$ cat src/rtl/chip_bus_pkg.sv
// Shared definitions for the chip's picorv32-style native memory bus:
// arbiter state encoding, bus widths and the default error read word.
package chip_bus_pkg;

    localparam int unsigned BUS_ADDR_W   = 32;
    localparam int unsigned BUS_DATA_W   = 32;
    localparam logic [31:0] BUS_ERR_DATA = 32'hDEADBEEF;

    typedef enum logic [1:0] {
        IDLE = 2'd0,
        BUSY = 2'd1,
        ERR  = 2'd2
    } bus_state_t;

endpackage

$ cat src/rtl/bus_watchdog.sv
// Loadable down-counter used to bound bus access duration; expired is
// asserted while the count sits at zero.
module bus_watchdog #(
    parameter int unsigned WIDTH = 16
) (
    input  logic             clk,
    input  logic             rst_n,
    input  logic             clear,
    input  logic             load,
    input  logic             enable,
    input  logic [WIDTH-1:0] load_value,
    output logic             expired
);

    logic [WIDTH-1:0] count;

    always_ff @(posedge clk or negedge rst_n) begin
        if (!rst_n) begin
            count <= '0;
        end else if (clear) begin
            count <= '0;
        end else if (load) begin
            count <= load_value;
        end else if (enable && count != '0) begin
            count <= count - 1'b1;
        end
    end

    assign expired = (count == '0);

endmodule

$ cat src/rtl/mem_bus_arbiter.sv
// Round-robin arbiter sharing one native memory bus between two masters,
// with a watchdog that completes unacknowledged accesses with an error word.
module mem_bus_arbiter
    import chip_bus_pkg::*;
#(
    parameter int unsigned       ADDR_W   = BUS_ADDR_W,
    parameter int unsigned       DATA_W   = BUS_DATA_W,
    parameter int unsigned       TIMEOUT  = 255,
    parameter logic [DATA_W-1:0] ERR_DATA = DATA_W'(BUS_ERR_DATA)
) (
    input  logic                clk,
    input  logic                reset_async,
    input  logic                m0_valid,
    input  logic [ADDR_W-1:0]   m0_addr,
    input  logic [DATA_W-1:0]   m0_wdata,
    input  logic [DATA_W/8-1:0] m0_wstrb,
    output logic                m0_ready,
    output logic [DATA_W-1:0]   m0_rdata,
    input  logic                m1_valid,
    input  logic [ADDR_W-1:0]   m1_addr,
    input  logic [DATA_W-1:0]   m1_wdata,
    input  logic [DATA_W/8-1:0] m1_wstrb,
    output logic                m1_ready,
    output logic [DATA_W-1:0]   m1_rdata,
    output logic                s_valid,
    output logic [ADDR_W-1:0]   s_addr,
    output logic [DATA_W-1:0]   s_wdata,
    output logic [DATA_W/8-1:0] s_wstrb,
    input  logic                s_ready,
    input  logic [DATA_W-1:0]   s_rdata,
    output logic [1:0]          grant,
    output logic                timeout_pulse,
    output logic [7:0]          err_count
);

    localparam logic [15:0] WD_LOAD = 16'(TIMEOUT - 1);

    bus_state_t state;
    logic [1:0] rst_sync;
    logic       rst_n;
    logic       last;
    logic       sel_valid;
    logic       done_ok;
    logic       err_ret;
    logic       expired;

    // Reset asserts immediately but releases on a clock edge.
    always_ff @(posedge clk or negedge reset_async) begin
        if (!reset_async) begin
            rst_sync <= '0;
        end else begin
            rst_sync <= {rst_sync[0], 1'b1};
        end
    end
    assign rst_n = rst_sync[1];

    always_comb begin
        sel_valid = 1'b0;
        s_addr    = '0;
        s_wdata   = '0;
        s_wstrb   = '0;
        if (grant[0]) begin
            sel_valid = m0_valid;
            s_addr    = m0_addr;
            s_wdata   = m0_wdata;
            s_wstrb   = m0_wstrb;
        end else if (grant[1]) begin
            sel_valid = m1_valid;
            s_addr    = m1_addr;
            s_wdata   = m1_wdata;
            s_wstrb   = m1_wstrb;
        end
    end

    assign s_valid       = (state == BUSY) && sel_valid;
    assign done_ok       = s_valid && s_ready;
    assign err_ret       = (state == ERR);
    assign timeout_pulse = err_ret;
    assign m0_ready      = grant[0] && (done_ok || err_ret);
    assign m1_ready      = grant[1] && (done_ok || err_ret);
    assign m0_rdata      = !m0_ready ? '0 : (err_ret ? ERR_DATA : s_rdata);
    assign m1_rdata      = !m1_ready ? '0 : (err_ret ? ERR_DATA : s_rdata);

    bus_watchdog #(
        .WIDTH (16)
    ) u_watchdog (
        .clk        (clk),
        .rst_n      (rst_n),
        .clear      (err_ret),
        .load       (state == IDLE),
        .enable     (state == BUSY),
        .load_value (WD_LOAD),
        .expired    (expired)
    );

    // A completing slave ready takes priority over a watchdog expiry in the same cycle.
    always_ff @(posedge clk or negedge rst_n) begin
        if (!rst_n) begin
            state     <= IDLE;
            grant     <= '0;
            last      <= 1'b1;
            err_count <= '0;
        end else begin
            case (state)
                IDLE: begin
                    if (m0_valid && m1_valid) begin
                        grant <= last ? 2'b01 : 2'b10;
                        state <= BUSY;
                    end else if (m0_valid) begin
                        grant <= 2'b01;
                        state <= BUSY;
                    end else if (m1_valid) begin
                        grant <= 2'b10;
                        state <= BUSY;
                    end
                end
                BUSY: begin
                    if (!sel_valid) begin
                        grant <= '0;
                        state <= IDLE;
                    end else if (s_ready) begin
                        last  <= grant[1];
                        grant <= '0;
                        state <= IDLE;
                    end else if (expired) begin
                        state <= ERR;
                    end
                end
                ERR: begin
                    last  <= grant[1];
                    grant <= '0;
                    state <= IDLE;
                    if (err_count != '1) begin
                        err_count <= err_count + 1'b1;
                    end
                end
                default: begin
                    grant <= '0;
                    state <= IDLE;
                end
            endcase
        end
    end

endmodule

$ cat config.mk
export PLATFORM = sky130hd
export DESIGN_NAME = mem_bus_arbiter
export DESIGN_NICKNAME = d
export VERILOG_FILES = /design/src/rtl/chip_bus_pkg.sv /design/src/rtl/bus_watchdog.sv /design/src/rtl/mem_bus_arbiter.sv
export SDC_FILE = /design/constraint.sdc
export NUM_CORES = 1
export LEC_CHECK = 0
export BUFFER_PORTS_ARGS = -buffer_cell sky130_fd_sc_hd__buf_2
export CAP_MARGIN = 20
export CORE_AREA = 4 4 123 125
export DETAILED_ROUTE_END_ITERATION = 10
export DIE_AREA = 0 0 127 129
export PLACE_DENSITY = 0.49
export SYNTH_ARGS = -nofsm -noshare
export SYNTH_HDL_FRONTEND = slang
export SYNTH_SLANG_ARGS = --single-unit
export TNS_END_PERCENT = 20
$ cat constraint.sdc
create_clock -name clk -period 2.3 [get_ports clk]
set_input_delay 0.46 -clock clk [delete_from_list [all_inputs] [get_ports clk]]
set_output_delay 0.46 -clock clk [all_outputs]
set_load 0.02 [all_outputs]
======== Word level (Yosys, flattened, before mapping) ========
Cells that the tools add are included.
word-level totals
  bits in registers ....................... 31
  logic and storage cells ................. 63
cells by class
  $add $sub $neg .......................... 2
  eq/ne operators ......................... 8
  multiplexer cells ....................... 31
  reductions and logical operators ........ 16
operators with widths
  operator                                             number
  two-way mux 32 bit                                   7
  two-way mux 16 bit                                   3
  two-way mux 2 bit                                    12
  zero test 16 bit                                     1
  nonzero test 16 bit                                  1
  subtractor 16 x 1 -> 16 bit (second input constant)  1
  adder 8 x 1 -> 8 bit (second input constant)         1
  two-way mux 4 bit                                    2
  != test 4 bit (second input constant)                2
  != test 8 bit (second input constant)                1
  one-hot mux 2 bit (2 select lines)                   2
  logical AND 1 bit                                    6
  AND reduction 2 bit                                  3
  two-way mux 1 bit                                    4
  != test 2 bit (second input constant)                2
  != test 3 bit (second input constant)                1
  AND reduction 3 bit                                  1
  nonzero test 3 bit                                   1
  == test 2 x 1 -> 1 bit (second input constant)       1
  == test 2 bit (second input constant)                1
  zero test 2 bit                                      1
  one-hot mux 1 bit (2 select lines)                   1
  nonzero test 2 bit                                   1
  logical OR 1 bit                                     1

======== Longest topological paths before layout ========
  depth after elaboration ................. 7
  depth in mapped cells ................... 6
  gate-level depth less buffers ........... 6

======== Modules after synthesis ========
From an unflattened synthesis, not the netlist that was laid out.
second synthesis, totals
  cell total of the unflattened synthesis .. 369
  area, all modules ....................... 3151.8 um^2
modules (own cells, without submodules)
  module           times used  cells each  area each (um^2)  seq. area each (um^2)
  mem_bus_arbiter  1           245         2079.5            376.6
  bus_watchdog     1           124         1072.3            400.4

======== Least setup slack after synthesis ========
OpenSTA, ideal clock, no wires.
  path type ............................... flip-flop to output port
  from .................................... register grant[0]
  to ...................................... output port m1_rdata[10]
  arrival time ............................ 1.780 ns
  required time ........................... 1.840 ns
  slack ................................... 0.060 ns
  cell stages (with the launch flop) ...... 7
  path buffers ............................ 2
  cell sequence ........................... dfrtp_1 -> buf_2 -> nand2_1 -> a211oi_2 -> a21oi_1 -> clkbuf_1 -> nor2_1
on the way
  word-level cells in the longest chain between the ends .. 6
RTL lines
  item                    line                    source
  start, declared         mem_bus_arbiter.sv:31   output logic [1:0] grant,
  start signal, assigned  mem_bus_arbiter.sv:107  grant <= last ? 2'b01 : 2'b10;
  two-way mux 1 bit       mem_bus_arbiter.sv:62   if (grant[0]) begin
  logical AND 1 bit       mem_bus_arbiter.sv:75   assign s_valid = (state == BUSY) && sel_valid;
  logical AND 1 bit       mem_bus_arbiter.sv:76   assign done_ok = s_valid && s_ready;
  logical OR 1 bit        mem_bus_arbiter.sv:80   assign m1_ready = grant[1] && (done_ok || err_ret);
  logical AND 1 bit       mem_bus_arbiter.sv:80
  two-way mux 32 bit      mem_bus_arbiter.sv:82   assign m1_rdata = !m1_ready ? '0 : (err_ret ? ERR_DATA : s_rdata);
  end, declared           mem_bus_arbiter.sv:24   output logic [DATA_W-1:0] m1_rdata,
No other way between the ends.

======== Worst setup path after layout ========
  from .................................... register grant[0]
  to ...................................... output port m1_rdata[18]
Same word-level chain as after synthesis.

==> flow_metrics.tcl <==
set metrics [dict create \
    maxSlewViolCount 0 \
    power_frac_comb 0.620 \
    synth_xor_area_frac 0.0159 \
    required_ps 1840 \
    seq_power_share 0.195 \
    post-route-min-period_ps 2260 \
    area_growth_pct 81.8 \
    grt_max_degree 69 \
    fin_ws_ps 36.1 \
    routabilityCongestion 0.965 \
    synth-edff-count 0 \
    crit_buf_inv 3 \
    cell_internal_pwr_mw 1.88 \
    dr.pass1.iters 4 \
    cpMaxStageDelayCell "dfrtp_2" \
    wl_per_cell_um 20.5 \
    final_common_cell "buf_2" \
    synth_cells 352 \
    core-area_mm2 0.0139 \
    synth.area.mux_share 0.0118 \
    grt_pass1_vias 4074 \
    yosysWarningCount 0 \
    p_leak_nw 2.85 \
    yosysTopAreaCellShare 0.273 \
    gr-usage-all-layers 0.195 \
    ctsRootBufferMaster "clkbuf_16" \
    dieArea_mm2 0.0164 \
    grt_pass1_wl_um 24600 \
    critPathMaxStageDelay_ps 420 \
    cts_buffer_depth 2 \
    rsz0062_at_grt "true" \
    async_flop_share 1.00 \
    worstSetupPathType "reg2out" \
    antenna_cells 0 \
    remaining_drc_errors 0 \
    final_cell_mix "buf_2, nor2_1, a22o_1" \
    dp_slack_ps -86.2 \
    synthSimpleGateAreaFrac 0.300 \
    arrival_ps 1800 \
    synth-seq-area-share 0.282 \
    vias 4131 \
    avgSynthCellArea_um2 7.82 \
    place_inst 843 \
    multi_input_area_mm2 0.00191 \
    portBuffers 318 \
    tightest_slew_ps 551 \
    start_util 0.198 \
    synth_area_leader_cell "dfrtp_1" \
    start_kind "flip-flop" \
    cts_sinks 31 \
    power.density_mw_per_mm2 719 \
    die_w_um 127 \
    swShare 0.478 \
    fin_area_mm2 0.00500 \
    synth_ff_type "dfrtp_1" \
    vias_per_cell 4.80 \
    finClkSkew_ps 7.12 \
    hold_class "reg2async" \
    placed_cell_area_mm2 0.00465 \
    slew_headroom 0.631 \
    status "finished, final reports clean" \
    antenna_found_initial 1 \
    io-pin-count 319 \
    drive_gt1_frac 0.550 \
    nNetsFinal 854 \
    cts_tree "built" \
    die_h_um 129 \
    cts_max_level 2 \
    routed_wl_um 17700 \
    drtAntennaViolNets 0 \
    synthDistinctLibCells 56 \
    synth_top_family_by_area "compound AO/OA/AOI/OAI gates" \
    path_max_fanout 13 \
    cts.clk_slew.worst_paths_ps 50 \
    grt-ovfl-total 0 \
    fmaxAchievable_mhz 442 \
    crit_chain "nand3b_1 -> a211oi_4 -> buf_6 -> a21oi_4 -> buf_12 -> nor2_1 -> buf_4" \
    reg2reg_slack_ps 250 \
    regArea_um2 779 \
    setup-violations-final 0 \
    detail_route.iter0.violations 244 \
    syn_area_mm2 0.00275 \
    nFillCells 1520 \
    dp_hpwl_um 14700 \
    hold_slack_ps 261 \
    synthAdderAreaFrac 0.00909 \
    final_cells 860 \
    max-vdd-ir-drop_uv 328 \
    synth_fp_nets 527 \
    synth.ff_latch_count 31 \
    crit_path_end_kind "primary output" \
    hold_violations 0 \
    p_sw_mw 1.72 \
    synth_compound_area_frac 0.334 \
    fin_crit_sh 0.984 \
    clkPwrFrac 0.185 \
    clk_latency_ps 280 \
    drv_cap 0 \
    cts_inserted_buffers 5 \
    rows 43 \
    synth_area_leaders "dfrtp_1, a22o_1, nor2_1, nand2_1, a21oi_1" \
    crit_family "buffers and inverters" \
]
==> what timing repair did <==
action / CTS / global route
pin swaps: 1 / 1
cloned: 1 / 1
buffers inserted: 1 / 5
resized for setup: 8 / 23
hold buffers: 1 / 0
setup endpoints to repair: 63 / 55
endpoints found under the hold margin: 2 / 0
==> registers in the layout, indices dropped and copies added (netlist names) <==
name,flops
rst_sync,2
last,1
grant,2
err_count,8
state,2
u_watchdog.count,16
==> per-layer routing <==
metal / global-route usage / part of all wire / up-vias
met1: 0.258 / 0.41 / 1931
met5: 0 / 0.00051 / -
met2: 0.308 / 0.46 / 217
met4: 0.0341 / 0.012 / 2
met3: 0.0756 / 0.12 / 16
li1: - / - / 1965
==> final timing paths <==
path | to | cells after the start | from
worst max-delay path | m1_rdata[18] | 7 | grant[0]
worst min-delay path | err_count[3] | 1 | rst_sync[1]
worst max register to register | u_watchdog.count[14] | 6 | u_watchdog.count[1]
worst min register to register | err_count[3] | 1 | rst_sync[1]
max in group asynchronous | rst_sync[1] | 2 | reset_async
min in group clk | rst_sync[1] | 0 | rst_sync[0]
==> area by class of cell <==
class                      count  area share
timing repair buffer         345       0.383
multi-input combinational    289       0.381
sequential                    31       0.156
tap                          180      0.0450
clock buffer                   7      0.0285
inverter                       7     0.00525
clock inverter                 1     0.00100
==> logic make-up (layout without fill, tap and decap cells) <==
group	Yosys count	in the layout
multiplexers	3	3
AND/OR/NAND/NOR	160	160
AO/OA/AOI/OAI	117	118
other	1	1
buffers and inverters	33	360
adder cells (fa/ha/maj)	2	2
flip-flops	31	31
XOR/XNOR	5	5
==> Yosys cell counts, drive strengths merged (2+ instances only) <==
master,instances
nand4,3
nor3b,10
a31oi,3
o31ai,5
and2,8
or2,2
nand3b,2
nand3,5
xnor2,3
nor3,3
ha,2
nand2b,2
o21ai,10
nand2,19
o211ai,2
xor2,2
a211oi,2
clkbuf,18
nor2b,3
and3,5
mux2,2
nor2,80
nor4,6
a311oi,2
buf,8
a21oi,14
or4,7
a22o,70
inv,6
dfrtp,30
or3,2
==> per-stage QoR <==
step / TNS, ps / utilization / power [mW]
after floorplan: 0 / - / 1.92
after global placement: -7.46 / 0.335 / 2.82
after detailed placement: -1060 / 0.335 / 2.84
after CTS: -40.0 / 0.350 / 3.55
after global routing: -507 / 0.360 / 3.81
final: 0 / 0.360 / 3.60
==> power by group through the flow <==
stage,clock network (mW),logic [mW],registers [mW]
global placement,0,2.12,0.705
CTS,0.682,2.16,0.706
detailed placement,0,2.13,0.706
floorplan,0,1.22,0.705
global route,0.711,2.38,0.714
finish,0.664,2.23,0.703
No activity file was read; power rests on OpenSTA's default activity.
